==> src/rtl/mux_pkg.sv <==
// rtl/mux_pkg.sv - shared constants and index helpers for the lane-combining mux family.
package mux_pkg;

    localparam int MODE_TDM  = 0;
    localparam int MODE_SKIP = 1;

    localparam int DEFAULT_WIDTH = 8;
    localparam int DEFAULT_N     = 4;

    // A selector always needs at least one bit, even for a degenerate lane count.
    function automatic int idx_width(input int n);
        return (n > 1) ? $clog2(n) : 1;
    endfunction

endpackage

==> src/rtl/mux_lane_hold.sv <==
// rtl/mux_lane_hold.sv - one-deep hold buffer for a single input lane with sticky overrun flag.
module mux_lane_hold #(
    parameter int WIDTH = 8
) (
    input  logic             clk,
    input  logic             reset,
    input  logic [WIDTH-1:0] i_data,
    input  logic             i_valid,
    input  logic             i_drain,
    output logic [WIDTH-1:0] o_hold,
    output logic             o_occ,
    output logic             o_overflow
);

    logic [WIDTH-1:0] r_hold;
    logic             r_occ;
    logic             r_overflow;
    logic             w_load;
    logic             w_overrun;

    // A drain frees the slot on the same edge, so a back-to-back word is accepted.
    assign w_load    = i_valid && (!r_occ || i_drain);
    assign w_overrun = i_valid && r_occ && !i_drain;

    always_ff @(posedge clk) begin
        if (reset) begin
            r_hold     <= '0;
            r_occ      <= 1'b0;
            r_overflow <= 1'b0;
        end else begin
            if (w_load) begin
                r_hold <= i_data;
                r_occ  <= 1'b1;
            end else if (i_drain) begin
                r_occ  <= 1'b0;
            end
            if (w_overrun) begin
                r_overflow <= 1'b1;
            end
        end
    end

    assign o_hold     = r_hold;
    assign o_occ      = r_occ;
    assign o_overflow = r_overflow;

endmodule

==> src/rtl/mux_nx1_tdm.sv <==
// rtl/mux_nx1_tdm.sv - N:1 TDM / work-conserving lane mux; MUXTDM_LANE_ID_EN adds the lane_id output.
module mux_nx1_tdm
    import mux_pkg::*;
#(
    parameter int WIDTH = DEFAULT_WIDTH,
    parameter int N     = DEFAULT_N,
    parameter int SKIP  = MODE_TDM
) (
    input  logic                 clk,
    input  logic                 reset,
    input  logic [N*WIDTH-1:0]   Entrada,
    input  logic [N-1:0]         validEntrada,
    output logic [WIDTH-1:0]     Salida,
    output logic                 validsalida,
    output logic [N-1:0]         overflow
`ifdef MUXTDM_LANE_ID_EN
    ,
    output logic [idx_width(N)-1:0] lane_id
`endif
);

    localparam int SW = idx_width(N);

    logic [SW-1:0]    r_slot;
    logic [SW-1:0]    w_slot_nxt;
    logic [SW-1:0]    w_grant;
    logic             w_grant_vld;
    logic [N-1:0]     w_occ;
    logic [N-1:0]     w_drain;
    logic [WIDTH-1:0] w_hold [N];
    logic [WIDTH-1:0] r_salida;
    logic             r_valid;

    function automatic logic [SW-1:0] wrap_add(input logic [SW-1:0] base, input int off);
        int s;
        s = int'(base) + off;
        if (s >= N) begin
            s = s - N;
        end
        return SW'(s);
    endfunction

    for (genvar gi = 0; gi < N; gi++) begin : g_lane
        mux_lane_hold #(
            .WIDTH(WIDTH)
        ) u_hold (
            .clk       (clk),
            .reset     (reset),
            .i_data    (Entrada[gi*WIDTH +: WIDTH]),
            .i_valid   (validEntrada[gi]),
            .i_drain   (w_drain[gi]),
            .o_hold    (w_hold[gi]),
            .o_occ     (w_occ[gi]),
            .o_overflow(overflow[gi])
        );
    end

    always_comb begin
        w_grant     = r_slot;
        w_grant_vld = 1'b0;
        w_slot_nxt  = r_slot;
        if (SKIP == MODE_SKIP) begin
            // Scan from the far end back so the nearest occupied lane wins last.
            for (int k = N - 1; k >= 0; k--) begin
                if (w_occ[wrap_add(r_slot, k)]) begin
                    w_grant     = wrap_add(r_slot, k);
                    w_grant_vld = 1'b1;
                end
            end
            if (w_grant_vld) begin
                w_slot_nxt = wrap_add(w_grant, 1);
            end
        end else begin
            w_grant_vld = w_occ[r_slot];
            w_slot_nxt  = wrap_add(r_slot, 1);
        end
    end

    always_comb begin
        w_drain = '0;
        if (w_grant_vld) begin
            w_drain[w_grant] = 1'b1;
        end
    end

    always_ff @(posedge clk) begin
        if (reset) begin
            r_slot   <= '0;
            r_salida <= '0;
            r_valid  <= 1'b0;
        end else begin
            r_slot  <= w_slot_nxt;
            r_valid <= w_grant_vld;
            if (w_grant_vld) begin
                r_salida <= w_hold[w_grant];
            end
        end
    end

    assign Salida      = r_salida;
    assign validsalida = r_valid;

`ifdef MUXTDM_LANE_ID_EN
    logic [SW-1:0] r_lane_id;

    always_ff @(posedge clk) begin
        if (reset) begin
            r_lane_id <= '0;
        end else if (w_grant_vld) begin
            r_lane_id <= w_grant;
        end
    end

    assign lane_id = r_lane_id;
`endif

endmodule

==> config.mk <==
export PLATFORM = sky130hd
export DESIGN_NAME = mux_nx1_tdm
export DESIGN_NICKNAME = d
export VERILOG_FILES = /design/src/rtl/mux_pkg.sv /design/src/rtl/mux_lane_hold.sv /design/src/rtl/mux_nx1_tdm.sv
export SDC_FILE = /design/constraint.sdc
export NUM_CORES = 1
export LEC_CHECK = 0
export ABC_AREA = 1
export CAP_MARGIN = 30
export CORE_ASPECT_RATIO = 2
export CORE_MARGIN = 2
export CORE_UTILIZATION = 40
export DETAILED_ROUTE_END_ITERATION = 7
export PLACE_DENSITY = 0.62
export REMOVE_ABC_BUFFERS = 1
export SLEW_MARGIN = 20
export SYNTH_ARGS = -nofsm -noshare
export SYNTH_HDL_FRONTEND = slang
export SYNTH_HIERARCHICAL = 1
export SYNTH_SLANG_ARGS = --single-unit
==> constraint.sdc <==
create_clock -name clk -period 1.7 [get_ports clk]
set_input_delay 0.34 -clock clk [delete_from_list [all_inputs] [get_ports clk]]
set_output_delay 0.34 -clock clk [all_outputs]
set_load 0.005 [all_outputs]
* Word level (Yosys, flattened, before mapping)
Cells that the tools add are included. Widths: inputs -> output; s select.
Cells by class: reductions and logical operators 29, add/sub/neg operators 2, multiplexer cells 17, bitwise logic cells 1, order comparisons 4
Operators by type and width (count):
- $bmux 8 s2 | 1
- $mux 8 | 2
- $logic_and 1x1->1 | 13
- $mux 1 | 10
- $logic_not 1->1 | 8
- $reduce_bool 2->1 | 4
- $ge 3x3->1 const B | 2
- $logic_or 1x1->1 | 4
- $mux 4 | 1
- $add 2x1->3 const B | 1
- $lt 2x3->1 const B | 1
- $not 2->3 | 1
- $bmux 1 s2 | 1
- $demux 1 s2 | 1
- $ge 2x1->1 const B | 1
- $mux 2 | 1
- $sub 2x1->2 const B | 1
Word-level totals: bits of input ports 38, register bits 51, output and inout bits 13, logic and storage cells 68

* Logic depth before layout (Yosys ltp)
Gate-level depths: netlist (run 1).
depth in word-level cells 8, gate-level depth with buffers 12, depth with buffers taken out 10

* Cells and area by module
Netlist (run 1), hierarchy kept.
By module, submodules not included:
- mux_lane_hold | sequential area each 200.2 µm², cells each 61, area each 450.4 µm², times used 4
- mux_nx1_tdm | sequential area each 220.2 µm², cells each 155, area each 904.6 µm², times used 1

* Worst setup path before layout (run 1)
Ideal clock, no wire load.
path kind register to register, from register r_slot[0], to register g_lane[0].u_hold.r_hold[0], data arrival time 1373 ps, data required time 1585 ps, setup slack 212 ps, clock period less this slack 1488 ps, cell stages (with the launch flop) 11, cell sequence dfxtp_1 -> inv_2 -> buf_4 -> ha_1 -> inv_1 -> nor2_1 -> inv_1 -> nand2_4 -> buf_6 -> a21oi_1 -> nor2_1
Between the ends: longest elaborated chain between the ends 7, elaborated cells between the ends (all ways) 10
Ends and longest elaborated chain:
- start, declared | line mux_nx1_tdm.sv:24 | logic [SW-1:0] r_slot;
- start signal, assigned | line mux_nx1_tdm.sv:92 | r_slot <= w_slot_nxt;
- $lt 2x3->1 (implied by the code) / $ge 2x1->1 (equally long branches) | line mux_nx1_tdm.sv:82 | w_drain[w_grant] = 1'b1;
- $logic_and 1x1->1 (implied by the code) | line mux_nx1_tdm.sv:82
- $mux 1 (implied by the code) | line mux_nx1_tdm.sv:82
- $demux 1 s2 | line mux_nx1_tdm.sv:82
- $mux 4 * | line mux_nx1_tdm.sv:81 | if (w_grant_vld) begin
- via w_drain[0] | line mux_nx1_tdm.sv:29 | logic [N-1:0] w_drain;
- $logic_or 1x1->1 * | line mux_lane_hold.sv:22 | assign w_load = i_valid && (!r_occ || i_drain);
- $logic_and 1x1->1 * | line mux_lane_hold.sv:22
- end signal, assigned | line mux_lane_hold.sv:32 | r_hold <= i_data;
- end, declared | line mux_lane_hold.sv:15 | logic [WIDTH-1:0] r_hold;
The timed path passes the listed nets; every way through them passes the cells marked *. The select of a mux whose other input is x is not followed. A chain may end at the register's enable or synchronous reset.

* Final worst setup path (run 1)
from register r_slot[0], to register g_lane[1].u_hold.r_hold[4]
Between the ends: longest elaborated chain between the ends 7, elaborated cells between the ends (all ways) 10
Ends and longest elaborated chain (line):
- $lt 2x3->1 (implied by the code) / $ge 2x1->1 (equally long branches) | mux_nx1_tdm.sv:82
- $logic_and 1x1->1 (implied by the code) | mux_nx1_tdm.sv:82
- $mux 1 (implied by the code) | mux_nx1_tdm.sv:82
- $demux 1 s2 | mux_nx1_tdm.sv:82
- $mux 4 * | mux_nx1_tdm.sv:81
- via w_drain[1] | mux_nx1_tdm.sv:29
- $logic_or 1x1->1 * | mux_lane_hold.sv:22
- $logic_and 1x1->1 * | mux_lane_hold.sv:22
- end signal, assigned | mux_lane_hold.sv:32
- end, declared | mux_lane_hold.sv:15
Marks and branches as above.

==> results of run 1 <==
-- kinds of logic after synthesis --
logic type	Yosys count	synth area share (%)
simple gates	195	32.5
buf+inv	98	18.2
compound gates	51	9.71
flops	51	37.7
fa+ha+maj	4	1.85
-- synth_stat cells --
| cell | instances |
|---|---|
| nand2_1 | 88 |
| inv_1 | 78 |
| dfxtp_1 | 51 |
| nor2_1 | 48 |
| a21oi_1 | 43 |
| nand3_1 | 42 |
| buf_6 | 14 |
| nand2_4 | 6 |
| nand3_2 | 6 |
| nand2_2 | 5 |
| o21ai_0 | 5 |
| ha_1 | 4 |
| a21oi_2 | 2 |
| buf_4 | 2 |
| buf_2 | 1 |
| buf_8 | 1 |
| clkbuf_1 | 1 |
| inv_2 | 1 |
| o21ai_1 | 1 |
-- routing by layer --
metal,wire [um],track usage (%)
met1,2270,16.4
met2,3220,32.4
met3,157,1.86
met4,133,7.78
met5,0,0
-- flip-flops by register name (all words and copies together) (netlist names) --
name	count
Salida	8
r_slot	2
g_lane.u_hold/o_occ	4
validsalida	1
g_lane.u_hold/o_hold	32
g_lane.u_hold/o_overflow	4
-- cell usage in the layout, fill, tap and decap left out --
master	instances
nand2_1	88
inv_1	78
dfxtp_1	51
clkdlybuf4s50_1	50
nor2_1	48
a21oi_1	43
nand3_1	42
buf_4	10
nand3_2	6
nand2_4	6
nand2_2	5
o21ai_0	5
clkbuf_16	5
ha_1	4
a21oi_2	2
clkbuf_8	2
inv_2	1
o21ai_1	1
clkinvlp_4	1
buf_12	1
-- per-stage QoR --
step	hold WS, ns	instances	util [%]	setup WS (ns)
detailed placement	0.443	529	49.0	0.179
finish	0.448	537	51.4	0.185
floorplan	0.402	380	-	-0.150
global route	0.483	537	51.4	0.0246
global placement	0.440	529	49.0	0.212
CTS	0.453	537	51.4	0.164
-- worst max-delay path: stages (launching register included) --
cell	delay [ns]
dfxtp_1	0.35
inv_2	0.21
nand2_2	0.10
nand3_2	0.10
nand2_4	0.10
nor2_1	0.11
inv_1	0.08
nand2_4	0.16
nand3_1	0.10
nand2_1	0.07
nor2_1	0.04
-- cell type report --
cell class                      count  area [um^2]  share of cell area (%)
Multi-Input combinational cell    250         1190                    35.3
Clock inverter                      1         7.51                   0.222
Inverter                           79          297                    8.78
Tap cell                           88          110                    3.26
Timing Repair Buffer               61          596                    17.6
Clock buffer                        7          153                    4.52
Sequential cell                    51         1020                    30.2
-- final timing paths --
kind | from | end | depth (start not counted)
max | r_slot[0] | g_lane[1].u_hold/o_hold[4] | 10
min | g_lane[3].u_hold/o_overflow | g_lane[3].u_hold/o_overflow | 2
max reg2reg | r_slot[0] | g_lane[1].u_hold/o_hold[4] | 10
min reg2reg | g_lane[3].u_hold/o_overflow | g_lane[3].u_hold/o_overflow | 2
-- power by group through the flow --
stage,combinational (mW),clock [mW],sequential [mW]
after floorplan,0.361,0,1.39
after global placement,0.657,0,1.40
after detailed placement,0.664,0,1.40
after CTS,0.666,1.07,1.37
after global routing,0.756,1.10,1.38
final,0.658,1.05,1.37
==> results.md, run 1 <==
- The flow ran to the end, and the final reports show no timing, DRC or antenna violations.
- In this run, post-CTS repair resized a total of 0 instances.
- In the routed layout, each cell is associated on average with a via count of 4.58.
- The netlist area before placement is 2710 um^2.
- The HPWL after detailed placement is 4450 um.
- Clock skew on the completed layout was measured at 0.00268 ns.
- The tree built by TritonCTS fans out to 51 sinks.
- Hold repair after CTS inserted 0 buffers.
- The number of antenna violations at the first check in global routing was 0.
- At the end of the flow, the number of nets in the layout was 490.
- STA classifies the critical path startpoint as a flop.
- The full die area is 7480 um^2.
- The sequential cell fraction of total power is 44.6%.
- Across the VDD grid, the largest voltage drop is 0.609 mV.
- Headroom to the max-slew limit came out at 75.9%.
- After routing, the total negative slack on setup checks comes to 0 ns.
- The via count of the first global-routing pass was 2,294.
- Input and output buffers added on the ports amount to 50.
- The maximum number of pins on one net before global-route repair is 22.
- The synthesis-stage register bit count is 51.
- For this run, the top clock speed supported by timing is 660 MHz.
- The final critical path takes up 89.1% of the cycle.
- The number of hold-slack violations in the final timing report was 0.
- The required time of the critical path is 1.88 ns.
- The clock root buffer master is clkbuf_16.
- The aggregate global routing overflow is 0.
- The transition time at the pin with the least slew margin is 0.358 ns.
- The share of total power dissipated in the clock network is 34.1%.
- The top fanout value on the critical path is 17.
- The leakage dissipation is 1.64 nW.
- The class of the worst hold path is flop to flop.
- The internal portion of the total power is 2.24 mW.
- After synthesis, the largest area contributor takes up 37.7% of total cell area.
- The floorplan has 42 rows.
- In this run the remaining antenna-violating nets after routing total 0.
- The number of slew-limit violations in the final report was 0.
- Of the total power, combinational logic draws 21.4%.
- The total cell area at the placement stage is 3220 um^2.
- Global routing consumed, over all layers together, 16.3% of the routing resources.
- The clock tree synthesis step divided the H-tree into 2 levels.
- The source-to-sink clock delay at the later pin of the worst-skew pair is 0.28 ns.
- In this run, distinct cell masters in the synthesized netlist total 19.
- The first global-routing pass estimated 9910 um of wire.
- The first detailed-routing pass ran for 4 iterations.
- In this run the horizontal extent of the chip is 62.2 um.
- The nature of the critical path endpoint is a flop.
- The total number of vias is 2,458.
- The net switching fraction of the power is 27.2%.
- The synthesis-to-layout area growth is 24.7%.
- The clock-pin slew of the registers on the worst-case setup and hold paths is 0.06 ns.
- The fraction of layout cells with a size suffix above 1 is 8.69%.
- In the routed design, unresolved DRC markers number 0.
- The number of buffers inserted during clock tree synthesis is 5.
- The placer congestion estimate is 0.791.
- The initial cell density of the core is 41.2%.
- The cell taking the most area after synthesis is dfxtp_1.
- The filler cells instantiated in the layout total 694.
- The data arrival at the endpoint of the critical path is 1.70 ns.
- The first routing iteration left 68 violations.
- Counting along the longest clock path gives a buffer depth of 2.
- The final routed wire length divided by cell count is 10.8 um.
- Setup repair after global routing left no endpoint under its margin.
- From bottom edge to top edge, the die measures 120 um.
- The core area is 6570 um^2.
- For this block, the routed nets add up to 5770 um of wire.
- Across the run, the number of max-cap violations was 0.
- The worst setup path is of the flop to flop kind.
- The clock tree from TritonCTS is yes.
- The number of setup buffers added after CTS is 0.
- The sequential fraction of the synthesis area is 37.7%.
- By area the synthesized netlist is led by dfxtp_1, nand2_1, inv_1, a21oi_1, nand3_1.
- The register-to-register path setup slack is 0.18 ns.
- The switching power total is 0.836 mW.
- The summed area of non-filler cells in the final layout is 3380 um^2.
- The smallest clock period supported by the final layout is computed as 1.52 ns.
- The boundary pin count is 51.
- The Yosys step of the flow raised 6 warnings.
- The cell count after synthesis is 399.
- The overall power consumption is 3.08 mW.
- Setup violations remaining at the end of the flow were counted as 0.
- The cell area power density is 911 nW/um^2.
- The count of inserted antenna diode cells is 0.
- The average cell area after synthesis is 6.78 um^2.
(Power assumes the default switching activity.)
==> run 2: changes to the inputs <==
Settings changed: SYNTH_HIERARCHICAL 1 to not set.
==> run 2 against run 1 <==
Compared with the run above:
- non-clock buffer count up 1
- synthesized cell count fell by 14%
- largest cell class unchanged
- critical path depth decreased by 3
- critical path type unchanged
- critical endpoint is now g_lane[0].u_hold.o_hold[7]
==> results.md, run 2 <==
- The transition time at the pin with the least slew margin is 0.512 ns (was 0.358 ns).
- The sum of negative setup slack is 0 ns (unchanged).
- The share of Yosys cell area claimed by the top area cell type was 40.8% (was 37.7%).
- The number of fill cells came to 605 (was 694).
- The critical path buffer and inverter count was 1 (was 2).
- The share of flip-flops with an asynchronous set or reset is 0% (unchanged).
- The final antenna-violating net count is 0 (unchanged).
- The synthesis-stage register bit count is 51 (unchanged).
- The highest signal layer in the routed design is met4 (unchanged).
- The placer congestion estimate is 0.817 (was 0.791).
- The number of synthesis warnings is 0 (was 6).
- The height of the chip is 116 um (was 120 um).
- Setup repair after global routing missed its margin: no (unchanged).
- The final wirelength is 5520 um (was 5770 um).
- The total cell area at the placement stage is 3020 um^2 (was 3220 um^2).
- The number of port buffers was 50 (unchanged).
- The number of max-capacitance violations reported is 0 (unchanged).
- The source-to-sink clock delay at the later pin of the worst-skew pair was 0.29 ns (was 0.28 ns).
- The nature of the critical path endpoint was a flop (unchanged).
- The class of the worst hold path is flop to flop (unchanged).
- The post-placement setup slack was 0.0920 ns (was 0.179 ns).
- The leading cell type in the layout, fill and taps excluded is nor2_1 (was nand2_1).
- The flip-flop cell with the highest count after synthesis is dfxtp_1 (unchanged).
- The fmax came to 665 MHz (was 660 MHz).
- The number of setup violations in the final report is 0 (unchanged).
- The half-perimeter wire length after placement was 4110 um (was 4450 um).
- The average cell area after synthesis came to 7.31 um^2 (was 6.78 um^2).
- The boundary pin count is 51 (unchanged).
- The worst setup slack after layout is 0.197 ns (was 0.185 ns).
- The detailed route wirelength on metal3 came to 160 um (was 157 um).
- The start point of the critical path is r_slot[0] (unchanged).
- The flip-flop count of the largest register after layout is 32 (unchanged).
- The worst flop-to-flop path startpoint was r_slot[0] (unchanged).
- The cell depth of the worst flop-to-flop path was 7 (was 10).
- The top cell family by delay on the critical path is simple AND/OR/NAND/NOR gates (unchanged).
- The number of slew-limit violations in the final report is 0 (unchanged).
- The fraction of layout cells with a size suffix above 1 came to 11.1% (was 8.69%).
- The aggregate global routing overflow is 0 (unchanged).
- Top cells by instance count after synthesis: nor2_1, dfxtp_1, nand2_1 (was nand2_1, inv_1, dfxtp_1).
- The hold path depth is 2 (unchanged).
- The number of antenna violations at the first check in global routing is 0 (unchanged).
- The register-to-register path setup slack is 0.20 ns (was 0.18 ns).
- The clock root buffer master is clkbuf_16 (unchanged).
- The width of the chip was 59.9 um (was 62.2 um).
- The minimum clock period is 1.50 ns (was 1.52 ns).
- The worst min-delay path startpoint was g_lane[3].u_hold.o_overflow (was g_lane[3].u_hold/o_overflow).
- The number of core rows is 40 (was 42).
- The slowest cell on the critical path is dfxtp_1 (unchanged).
- The cell area power density is 955 nW/um^2 (was 911 nW/um^2).
- The number of hold-slack violations in the final timing report is 0 (unchanged).
- The number of buffers inserted during clock tree synthesis is 5 (unchanged).
- The summed area of non-filler cells in the final layout came to 3160 um^2 (was 3380 um^2).
- The first-pass GRT wire length is 9340 um (was 9910 um).
- The clock-pin slew of the registers on the worst-case setup and hold paths was 0.06 ns (about the same).
- The kind of critical path is flop to flop (unchanged).
- The first-pass iteration count of the detailed router is 6 (was 4).
- The worst ir drop on vdd is 0.532 mV (was 0.609 mV).
- The number of sinks handled by clock tree synthesis is 51 (unchanged).
- The met2 layer wire length in the routed design came to 2890 um (was 3220 um).
- The core area was 6010 um^2 (was 6570 um^2).
- The number of setup buffers added after CTS is 0 (unchanged).
- The routed length on met1 came to 2330 um (was 2270 um).
- The synthesis-to-layout area growth came to 26.3% (was 24.7%).
- The H-tree level count is 2 (unchanged).
- The full die area is 6940 um^2 (was 7480 um^2).
- The total number of vias is 2,234 (was 2,458).
- Outcome: completed (unchanged).
- The fraction of the cycle the final worst path needs was 88.4% (was 89.1%).
- The number of distinct standard cells referenced by the synthesized netlist came to 25 (was 19).
- The worst clock skew on the final layout was 0.00340 ns (was 0.00268 ns).
- Top library cells by usage in the layout, fill and taps aside: nor2_1, dfxtp_1, clkdlybuf4s50_1 (was nand2_1, inv_1, dfxtp_1).
- The terminating pin of the worst hold path is g_lane[3].u_hold.o_overflow (was g_lane[3].u_hold/o_overflow).
- The relative slew slack came to 65.7% (was 75.9%).
- The netlist area before placement is 2500 um^2 (was 2710 um^2).
- Leading post-synthesis cells by cell area: dfxtp_1, nor2_1, nand3_1, a21oi_1, nand2_1 (was dfxtp_1, nand2_1, inv_1, a21oi_1, nand3_1).
- The required time of the critical path was 1.88 ns (about the same).
- The number of buffers added to fix hold violations after cts is 0 (unchanged).
- The cell taking the most area after synthesis is dfxtp_1 (unchanged).
- The maximum count of clock buffers along a single path is 2 (unchanged).
- The startpoint kind of the worst setup timing path is a flop (unchanged).
- The via count of the first global-routing pass came to 2,076 (was 2,294).
- The number of vias per cell after detailed routing is 4.96 (was 4.58).
- The clock tree from TritonCTS is yes (unchanged).
- The sequential fraction of the synthesis area is 40.8% (was 37.7%).
- The number of violations reported at the end of detailed-routing iteration 0 is 93 (was 68).
- The reg-to-reg critical path endpoint was g_lane[0].u_hold.o_hold[7] (was g_lane[1].u_hold/o_hold[4]).
- The initial cell density of the core is 41.6% (was 41.2%).
- The leakage dissipation is 1.42 nW (was 1.64 nW).
- The net count of the finished layout is 429 (was 490).
- Ordered list of cells on the worst path: inv_2, nand2_1, nand3_4, nand3_2, nand2_4, a21oi_1, nor2_1 (was inv_2, nand2_2, nand3_2, nand2_4, nor2_1, inv_1, nand2_4, nand3_1, nand2_1, nor2_1).
- The count of inserted antenna diode cells was 0 (unchanged).
- The longest individual stage delay on the worst path is 0.50 ns (was 0.35 ns).
- The combined global-route utilization of all metal layers is 17.7% (was 16.3%).
- The final routed DRC violation total is 0 (unchanged).
- The post-CTS resize count is 0 (unchanged).
- The count of flip-flops with a built-in enable after synthesis is 0 (unchanged).
- The maximum number of pins on one net before global-route repair is 21 (was 22).
- The cell count after synthesis came to 342 (was 399).
- The cell with the most instances after synthesis is nor2_1 (was nand2_1).
- The top fanout value on the critical path came to 17 (unchanged).
- The final routed wire length divided by cell count is 12.3 um (was 10.8 um).
- The data arrival at the endpoint of the critical path is 1.69 ns (was 1.70 ns).
[run 2: cell count changes in the layout (fill, tap and decap cells not counted), sizes merged, moves of 2 or more]
cell	delta
nand2	-52
inv	-39
nor2	+17
o21ai	+15
nand3	-10
o22ai	+8
a21oi	-6
a31oi	+4
clkinv	+2
[run 2: worst max path at each step]
stage	to	slack (ns)	depth (start not counted)
2_1_floorplan	Salida[0]	0.01	7
3_3_place_gp	g_lane[3].u_hold.o_hold[1]	0.11	4
3_5_place_dp	g_lane[3].u_hold.o_hold[1]	0.09	4
4_1_cts	g_lane[3].u_hold.o_hold[5]	0.20	8
5_1_grt	g_lane[0].u_hold.o_hold[7]	0.06	8
6_report	g_lane[0].u_hold.o_hold[7]	0.20	7
[run 2: cells by family (layout without fill, tap and decap cells)]
group	Yosys count	in the layout	synth area share, %
simple gates	150	150	28.0
compound gates	72	72	16.2
buf+inv	65	110	13.0
flops	51	51	40.8
fa+ha+maj	4	4	2.00
[run 2: power by group]
group / switching, mW / leakage [nW] / total, mW / internal [mW]
sequential: 0.0771 / 0.423 / 1.39 / 1.31
combinational: 0.330 / 0.929 / 0.648 / 0.318
clock: 0.410 / 0.0727 / 0.985 / 0.575
total: 0.817 / 1.42 / 3.02 / 2.20
[run 2: metrics by stage]
stage,total power [mW],util [%],hold WS [ns],cells
after CTS,3.05,52.6,0.468,450
after floorplan,1.75,-,0.407,318
after global routing,3.19,52.6,0.497,450
after detailed placement,2.06,50.2,0.459,443
after global placement,2.06,50.2,0.456,443
final,3.02,52.6,0.471,450
[run 2: metal layers]
| metal | up-vias | track usage [%] |
|---|---|---|
| met5 | - | 0 |
| met4 | 0 | 7.70 |
| met3 | 10 | 3.35 |
| met2 | 41 | 31.7 |
| met1 | 998 | 19.4 |
| li1 | 1185 | - |
[run 2: cell type report]
class	count	area (um^2)	area share (%)
inverters	41	156	4.95
clock buffers	6	139	4.40
flip-flops and latches	51	1020	32.3
clock inverters	1	5.00	0.158
well taps	63	78.8	2.50
multi-input cells	226	1160	36.6
repair buffers	62	603	19.1
[run 2: worst reg2reg max path: stages (launching register included)]
cell and delay, ns:
dfxtp_1 0.50, inv_2 0.15, nand2_1 0.13, nand3_4 0.13, nand3_2 0.14, nand2_4 0.13, a21oi_1 0.16, nor2_1 0.06
==> run 3: changes to the inputs <==
Settings changed: TNS_END_PERCENT set to 1.
==> results of run 3 <==
The final DEF is identical to that of run 2; final timing and power are the same.
